===== src/rtl/mcu_irq_ctrl_if.sv =====
// mcu_irq_ctrl_if: internal register bus between the FSMC bridge (master) and a register slave.
//   rdaddr  16  read word address
//   wraddr  16  write word address
//   be       2  byte enables; be[0] = bits 7:0, be[1] = bits 15:8
//   write    1  single-cycle write strobe qualifying wraddr/wrdata/be
//   wrdata  16  write data
//   rddata  16  registered read data, returned by the slave
interface mcu_irq_ctrl_if;
    logic [15:0] rdaddr;
    logic [15:0] wraddr;
    logic [1:0]  be;
    logic        write;
    logic [15:0] wrdata;
    logic [15:0] rddata;

    modport master (
        output rdaddr,
        output wraddr,
        output be,
        output write,
        output wrdata,
        input  rddata
    );

    modport slave (
        input  rdaddr,
        input  wraddr,
        input  be,
        input  write,
        input  wrdata,
        output rddata
    );
endinterface


===== src/rtl/mcu_irq_ctrl.sv =====
// mcu_irq_ctrl: interrupt controller driving the MCU's active-low nirq line.
// Latches rising edges on src as pending bits. Exposes the PEND/MASK/STAT/VEC/CTRL registers on
// the register bus. Sequences nirq so that every interrupt still unserviced after an acknowledge
// produces a fresh falling edge.
//   clk   in         system clock
//   aclr  in         asynchronous reset, active-high
//   bus   slave      register bus (rdaddr, wraddr, be, write, wrdata in; rddata out)
//   src   in  N_SRC  event inputs, synchronous to clk; rising edge = event
//   nirq  out        interrupt request to the MCU, active-low, registered
module mcu_irq_ctrl #(
    parameter int unsigned N_SRC = 16,
    parameter logic [15:0] BASE  = 16'h0040,
    parameter int unsigned GAP   = 8
) (
    input  logic             clk,
    input  logic             aclr,
    mcu_irq_ctrl_if.slave    bus,
    input  logic [N_SRC-1:0] src,
    output logic             nirq
);

    // GAP state lasts GAP-1 cycles; the following IDLE cycle makes nirq high for exactly GAP.
    localparam int unsigned CW = (GAP > 2) ? $clog2(GAP) : 1;

    typedef enum logic [1:0] {StIdle, StActive, StGap} state_e;

    state_e           state_q, state_d;
    logic [CW-1:0]    cnt_q, cnt_d;
    logic [N_SRC-1:0] src_q;
    logic [N_SRC-1:0] pend_q, pend_d;
    logic [N_SRC-1:0] mask_q, mask_d;
    logic             gen_q, gen_d;
    logic [15:0]      rddata_q, rddata_d;
    logic             nirq_q, nirq_d;

    logic [N_SRC-1:0] ev;
    logic [N_SRC-1:0] stat;
    logic [3:0]       vec_idx;
    logic [15:0]      vec;
    logic [15:0]      wr_off, rd_off;
    logic [15:0]      be_mask, wr_bits;
    logic             wr_pend, wr_mask, wr_ctrl;
    logic             ack;

    // Offsets wrap modulo 2^16, so one compare covers both ends of the window.
    assign wr_off  = bus.wraddr - BASE;
    assign rd_off  = bus.rdaddr - BASE;
    assign be_mask = {{8{bus.be[1]}}, {8{bus.be[0]}}};
    assign wr_bits = bus.wrdata & be_mask;

    assign wr_pend = bus.write && (wr_off == 16'd0);
    assign wr_mask = bus.write && (wr_off == 16'd1);
    assign wr_ctrl = bus.write && (wr_off == 16'd4);
    assign ack     = wr_pend && (|wr_bits[N_SRC-1:0]);

    assign ev   = src & ~src_q;
    assign stat = pend_q & mask_q;

    always_comb begin
        vec_idx = 4'd0;
        // Descending scan so the lowest set bit wins.
        for (int i = N_SRC - 1; i >= 0; i--) begin
            if (stat[i]) begin
                vec_idx = 4'(i);
            end
        end
        vec = {|stat, 11'd0, vec_idx};
    end

    // Register next-state; a coincident event beats a W1C on the same bit.
    always_comb begin
        pend_d = pend_q;
        mask_d = mask_q;
        gen_d  = gen_q;
        if (wr_pend) begin
            pend_d = pend_q & ~wr_bits[N_SRC-1:0];
        end
        pend_d = pend_d | ev;
        if (wr_mask) begin
            mask_d = (mask_q & ~be_mask[N_SRC-1:0]) | wr_bits[N_SRC-1:0];
        end
        if (wr_ctrl && bus.be[0]) begin
            gen_d = bus.wrdata[0];
        end
    end

    // Read mux samples current register values, so a read coincident with an update is old data.
    always_comb begin
        rddata_d = 16'd0;
        case (rd_off)
            16'd0:   rddata_d = 16'(pend_q);
            16'd1:   rddata_d = 16'(mask_q);
            16'd2:   rddata_d = 16'(stat);
            16'd3:   rddata_d = vec;
            16'd4:   rddata_d = {15'd0, gen_q};
            default: rddata_d = 16'd0;
        endcase
    end

    always_comb begin
        state_d = state_q;
        cnt_d   = cnt_q;
        case (state_q)
            StIdle: begin
                if (gen_q && (|stat)) begin
                    state_d = StActive;
                end
            end
            StActive: begin
                if (ack || !gen_q || !(|stat)) begin
                    state_d = StGap;
                    cnt_d   = '0;
                end
            end
            StGap: begin
                if (cnt_q == CW'(GAP - 2)) begin
                    state_d = StIdle;
                    cnt_d   = '0;
                end else begin
                    cnt_d = cnt_q + CW'(1);
                end
            end
            default: begin
                state_d = StIdle;
                cnt_d   = '0;
            end
        endcase
        nirq_d = (state_d != StActive);
    end

    always_ff @(posedge clk or posedge aclr) begin
        if (aclr) begin
            state_q  <= StIdle;
            cnt_q    <= '0;
            src_q    <= '0;
            pend_q   <= '0;
            mask_q   <= '0;
            gen_q    <= 1'b0;
            rddata_q <= 16'd0;
            nirq_q   <= 1'b1;
        end else begin
            state_q  <= state_d;
            cnt_q    <= cnt_d;
            src_q    <= src;
            pend_q   <= pend_d;
            mask_q   <= mask_d;
            gen_q    <= gen_d;
            rddata_q <= rddata_d;
            nirq_q   <= nirq_d;
        end
    end

    assign bus.rddata = rddata_q;
    assign nirq       = nirq_q;

endmodule


===== src/flat_wrapper.sv =====
// flat-port wrapper written by rule: the top's interface ports become plain ports
module mcu_irq_ctrl_flat 
#(
    parameter int unsigned N_SRC = 16,
    parameter logic [15:0] BASE  = 16'h0040,
    parameter int unsigned GAP   = 8
)
  (clk, aclr, src, nirq, bus_rdaddr, bus_wraddr, bus_be, bus_write, bus_wrdata, bus_rddata);
  mcu_irq_ctrl_if bus_i ();
  input  logic clk;
  input  logic aclr;
  input  logic [N_SRC-1:0] src;
  output logic nirq;
  input wire logic [$bits(bus_i.rdaddr)-1:0] bus_rdaddr;
  input wire logic [$bits(bus_i.wraddr)-1:0] bus_wraddr;
  input wire logic [$bits(bus_i.be)-1:0] bus_be;
  input wire logic [$bits(bus_i.write)-1:0] bus_write;
  input wire logic [$bits(bus_i.wrdata)-1:0] bus_wrdata;
  output wire logic [$bits(bus_i.rddata)-1:0] bus_rddata;
  assign bus_i.rdaddr = bus_rdaddr;
  assign bus_i.wraddr = bus_wraddr;
  assign bus_i.be = bus_be;
  assign bus_i.write = bus_write;
  assign bus_i.wrdata = bus_wrdata;
  assign bus_rddata = bus_i.rddata;
  mcu_irq_ctrl #(.N_SRC(N_SRC), .BASE(BASE), .GAP(GAP)) u_core (.clk(clk), .aclr(aclr), .bus(bus_i), .src(src), .nirq(nirq));
endmodule

===== config.mk =====
export PLATFORM = sky130hd
export DESIGN_NAME = mcu_irq_ctrl_flat
export DESIGN_NICKNAME = d
export VERILOG_FILES = /design/src/rtl/mcu_irq_ctrl_if.sv /design/src/rtl/mcu_irq_ctrl.sv /design/src/flat_wrapper.sv
export SDC_FILE = /design/constraint.sdc
export NUM_CORES = 1
export LEC_CHECK = 0
export BUFFER_PORTS_ARGS = -buffer_cell sky130_fd_sc_hd__clkbuf_2
export CELL_PAD_IN_SITES_DETAIL_PLACEMENT = 2
export CELL_PAD_IN_SITES_GLOBAL_PLACEMENT = 2
export CORE_ASPECT_RATIO = 1.25
export CORE_MARGIN = 8
export CORE_UTILIZATION = 33
export CTS_BUF_LIST = sky130_fd_sc_hd__clkbuf_4 sky130_fd_sc_hd__clkbuf_8 sky130_fd_sc_hd__clkbuf_16
export DETAILED_ROUTE_END_ITERATION = 10
export PLACE_DENSITY_LB_ADDON = 0.1
export REMOVE_ABC_BUFFERS = 1
export SYNTH_ARGS = -nofsm -noshare
export SYNTH_HDL_FRONTEND = slang
export SYNTH_SLANG_ARGS = --single-unit

===== constraint.sdc =====
create_clock -name clk -period 3.1 [get_ports clk]
set_input_delay 0.62 -clock clk [delete_from_list [all_inputs] [get_ports clk]]
set_output_delay 0.62 -clock clk [all_outputs]
set_load 0.05 [all_outputs]

# After elaboration in Yosys (flattened, before gate mapping)
# Index checks and enable logic that the tools add are counted.
[totals]
wordCells = 74
in_bits = 69
rom_bits = 0
latch_bits = 0
register_bits = 71
memories = 0
mem_bits_rw = 0
[op_classes]
n_div = 0
eq_ne = 11
bitwise = 11
reduce_logical = 16
mul = 0
magnitude_cmp = 0
n_mux = 25
n_shift = 0
addsub = 3
[ops]
columns = ["operator", "count"]
rows = [
  ["16-bit bitwise AND", 5],
  ["16-bit one-hot mux with 5 select lines", 1],
  ["4-bit 2-to-1 mux", 16],
  ["16-bit NOT", 3],
  ["16-bit by 1-bit == test with 1-bit output (second input constant)", 2],
  ["16-bit by 2-bit == test with 1-bit output (second input constant)", 2],
  ["16-bit by 3-bit == test with 1-bit output (second input constant)", 2],
  ["16-bit zero test", 2],
  ["16-bit bitwise OR", 2],
  ["16-bit OR reduction", 2],
  ["16-bit by 7-bit subtractor with 16-bit output (second input constant)", 2],
  ["16-bit 2-to-1 mux", 1],
  ["3-bit one-hot mux with 3 select lines", 1],
  ["1-bit logical AND", 6],
  ["2-bit 2-to-1 mux", 3],
  ["3-bit 2-to-1 mux", 2],
  ["2-bit one-hot mux with 3 select lines", 1],
  ["2-bit by 1-bit inequality test with 1-bit output (second input constant)", 2],
  ["3-bit by 1-bit adder with 3-bit output (second input constant)", 1],
  ["3-bit == test (second input constant)", 1],
  ["2-bit by 1-bit == test with 1-bit output (second input constant)", 1],
  ["2-bit == test (second input constant)", 1],
  ["1-bit zero test", 2],
  ["2-bit zero test", 1],
  ["3 further kinds", 4],
]

# Longest topological paths before layout
[depth]
word_depth = 18
mapped_depth = 7
ltp_nobuf = 6

# Worst setup path before layout
# No wires, ideal clock.
[synth_timing]
path_kind = "input-to-reg"
start = "input port bus_rdaddr[15]"
end = "register u_core.rddata_q[15], in the netlist u_core.bus.rddata[15]"
setup_time_ns = 0.082
path_slack_ns = 1.190
required_time_ns = 3.018
path_stages = 6
n_path_buf = 0
t_arrival_ns = 1.828
path_cell_list = "or4_4 nor4_4 nand4b_2 nor2_4 o221ai_2 a31oi_1"
[synth_via]
elab_chain_cells = 3
[synth_lines]
columns = ["item", "line_no", "text"]
rows = [
  ["start, declared", "flat_wrapper.sv:14", "input wire logic [$bits(bus_i.rdaddr)-1:0] bus_rdaddr;"],
  ["16-bit by 7-bit subtractor with 16-bit output (*)", "mcu_irq_ctrl.sv:47", "assign rd_off = bus.rdaddr - BASE;"],
  ["16-bit by 3-bit == test with 1-bit output (tied with other cells)", "mcu_irq_ctrl.sv:90", "case (rd_off)"],
  ["16-bit one-hot mux with 5 select lines (*)", "mcu_irq_ctrl.sv:90", ""],
  ["via u_core.rddata_d[15]", "mcu_irq_ctrl.sv:33", "logic [15:0] rddata_q, rddata_d;"],
  ["end signal, assigned", "mcu_irq_ctrl.sv:148", "rddata_q <= rddata_d;"],
  ["end, declared", "mcu_irq_ctrl.sv:33", ""],
]
# Mark *: on every way through the listed nets, which the timed path passes. The rest lies on a longest branch.
# A chain may end at the register's enable or synchronous reset.

# Worst setup path after layout
[layout_timing]
start = "register u_core.pend_q[9]"
end = "register u_core.cnt_q[0]"
[layout_via]
elab_chain_cells = 6
[layout_lines]
columns = ["item", "line_no", "text"]
rows = [
  ["start, declared", "mcu_irq_ctrl.sv:30", "logic [N_SRC-1:0] pend_q, pend_d;"],
  ["start signal, assigned", "mcu_irq_ctrl.sv:145", "pend_q <= pend_d;"],
  ["16-bit bitwise AND", "mcu_irq_ctrl.sv:57", "assign stat = pend_q & mask_q;"],
  ["16-bit OR reduction", "mcu_irq_ctrl.sv:110", "if (ack || !gen_q || !(|stat)) begin"],
  ["1-bit zero test", "mcu_irq_ctrl.sv:110", ""],
  ["1-bit logical OR", "mcu_irq_ctrl.sv:110", ""],
  ["2-bit by 1-bit inequality test with 1-bit output (no source line)", "-", ""],
  ["2-bit AND reduction (no source line)", "-", ""],
  ["end signal, assigned", "mcu_irq_ctrl.sv:143", "cnt_q <= cnt_d;"],
  ["end, declared", "mcu_irq_ctrl.sv:28", "logic [CW-1:0] cnt_q, cnt_d;"],
]
# No other way between the ends.

==> flow_summary.toml <==
[global_routing]
grt_pass1_vias = 3155
grt_usage = 0.157
grt_overflow = 0
antenna_found_initial = 0
grt_max_degree = 41
grt_pass1_wl_mm = 16.5

[critical_path]
cp_num_cells = 6
crit_chain = "a22oi_1 -> nand4_1 -> nor3_1 -> nand3b_1 -> nor2_1 -> a211o_1"
startpoint = "u_core.pend_q[9]"
r2r_start = "u_core.pend_q[9]"
startpoint_type = "flop"
cp.required_ps = 3330
crit_type = "reg2reg"
reg2reg_depth = 6
crit_path_end = "u_core.cnt_q[0]"
crit_slowest_cell = "nor3_1"
cp_data_arrival_time_ps = 2380
r2r-end = "u_core.cnt_q[0]"
reg2reg_slack_ps = 950
path_max_fanout = 4
cpPeakStageDelay_ps = 440
endpoint_kind = "flop"
worst-path-buf-inv = 0
cp_top_family = "simple AND/OR/NAND/NOR gates"

[timing]
timing.setup.tns_ps = 0
finClkSkew_ps = 6.25
hold_viol_final = 0
rsz0062_at_grt = "no"
worst_slew_pin_slew_ps = 802
setup-violations-final = 0
post-route-period-util = 0.695
fin_crit_ps = 2150
slew_headroom = 0.466
maxSlewViolCount = 0
fmax_mhz = 464

[final_layout]
n_fill_cell = 1115
syn_to_final_growth_pct = 25.6
mostFrequentLayoutCells = "85 x clkbuf_2, 70 x dfrtp_1, 44 x nand2_1"
regArea_um2 = 1780
final_nets = 462
drive_gt1_frac = 0.286
antenna_cells = 0
final_common_cell = "clkbuf_2"
final_cell_area_um2 = 4190
final_core_util = 0.421
multi_input_comb_area_um2 = 1430

[synthesis]
ys.flop_type = "dfrtp_1"
ys_ff_latch = 71
yosysUniqueCellTypes = 43
ys_seq_area_frac = 0.533
synth_cells = 304
synth_area_um2 = 3340
yosys_warnings = 0
synth-edff-count = 0
synthArstFlopShare = 1.00
syn_avg_cell_area_um2 = 11.0

[placed_design]
numPortBuffers = 85
routabilityCongestion = 0.737
dpl_cell_area_um2 = 3900
hpwl_mm = 7.86

[detailed_routing]
drc = 0
drtPass1Iterations = 4
first_iter_violations = 67
vias = 2749
viasPerCell = 5.22
postRouteAntennaNets = 0
wl_per_cell_um = 19.0
finalWirelength_mm = 10.0

[floorplan]
io_pins = 86
start_util = 0.335
dieArea_um2 = 13600
rows = 41
die_w_um = 106
die_h_um = 128
core-area_um2 = 9950

[clock_network]
post_cts_resized = 0
cts_buffers = 9
clkTransAtPathRegs_ps = 60
cts_tree = "yes"
cts.sinks = 71
cts_hold_buf = 0
cts_setup_buffers = 0
ctsLongestPathBuffers = 2
insertion_delay_ps = 340
htreeDepth = 3
root_buffer = "clkbuf_16"

[status]
outcome = "finished clean"

[run]
maxCapViolations = 0

[pwr]
worst_ir_drop_vdd_mv = 0.277
power_density_nw_per_um2 = 505
p_leak_nw = 2.08

[hold_path]
holdCritPathClass = "in2async"
[report_power, final]
group	internal (mW)	switching [mW]
clock	0.624	0.415
combinational	0.0566	0.0797
sequential	0.938	0.00345
[Yosys cell counts (all sizes together), types with 2 or more instances]
cell type / count / area [um2]
inv: 19 / 71.3
nand3: 9 / 55.1
a31oi: 4 / 25.0
a32o: 3 / 30.0
nand4: 3 / 18.8
mux2i: 16 / 160
o21ai: 3 / 15.0
nor4: 10 / 92.6
a21o: 2 / 15.0
nand2: 44 / 165
mux2: 17 / 191
and2: 13 / 81.3
a22o: 18 / 158
a21oi: 6 / 30.0
dfrtp: 70 / 1750
a211o: 2 / 17.5
o22ai: 15 / 93.8
clkbuf: 2 / 7.51
nor2: 9 / 41.3
nor4b: 2 / 23.8
nor2b: 3 / 18.8
o211ai: 2 / 15.0
nor3: 6 / 30.0
a22oi: 7 / 52.6
buf: 7 / 48.8
[logic make-up after synthesis]
| group | after synthesis | synth area share |
|---|---|---|
| XOR/XNOR | 1 | 0.00262 |
| buffers and inverters | 28 | 0.0382 |
| AO/OA/AOI/OAI | 65 | 0.145 |
| multiplexers | 33 | 0.105 |
| AND/OR/NAND/NOR | 106 | 0.177 |
| flip-flops | 71 | 0.533 |
[per-stage QoR]
| stage | std cells | hold slack [ps] | power (mW) | setup slack (ps) |
|---|---|---|---|---|
| 6_report | 527 | 369 | 2.12 | 947 |
| 5_1_grt | 527 | 389 | 2.20 | 781 |
| 4_1_cts | 527 | 386 | 2.15 | 924 |
| 3_5_place_dp | 511 | 514 | 1.10 | 657 |
| 3_3_place_gp | 511 | 500 | 1.09 | 792 |
| 2_1_floorplan | 295 | 481 | 1.00 | 685 |
[how the worst min path moves through the flow]
| stage | start | endpoint | slack, ps | cells past startpoint |
|---|---|---|---|---|
| 2_1_floorplan | u_core.gen_q | u_core.gen_q | 480 | 1 |
| 3_3_place_gp | flop | flop | 500 | 1 |
| 3_5_place_dp | flop | flop | 510 | 1 |
| 4_1_cts | src[13] | u_core.src_q[13] | 390 | 1 |
| 5_1_grt | src[14] | u_core.src_q[14] | 390 | 1 |
| 6_report | aclr | u_core.bus.rddata[13] | 370 | 2 |
[layout make-up]
cell class | count | share of cell area
clock buffers | 9 | 0.0537
multi-input cells | 205 | 0.342
inverters | 19 | 0.0170
well taps | 129 | 0.0385
repair buffers | 87 | 0.108
flip-flops and latches | 71 | 0.424
clock inverters | 7 | 0.0173
[metal layers]
layer / track usage / vias to the layer above / wire, um
li1: - / 1289 / -
met1: 0.171 / 1406 / 4020
met2: 0.284 / 43 / 5480
met3: 0.0420 / 11 / 372
met4: 0.0622 / 0 / 154
met5: 0 / - / 0
Power figures use the tool's default switching activity.
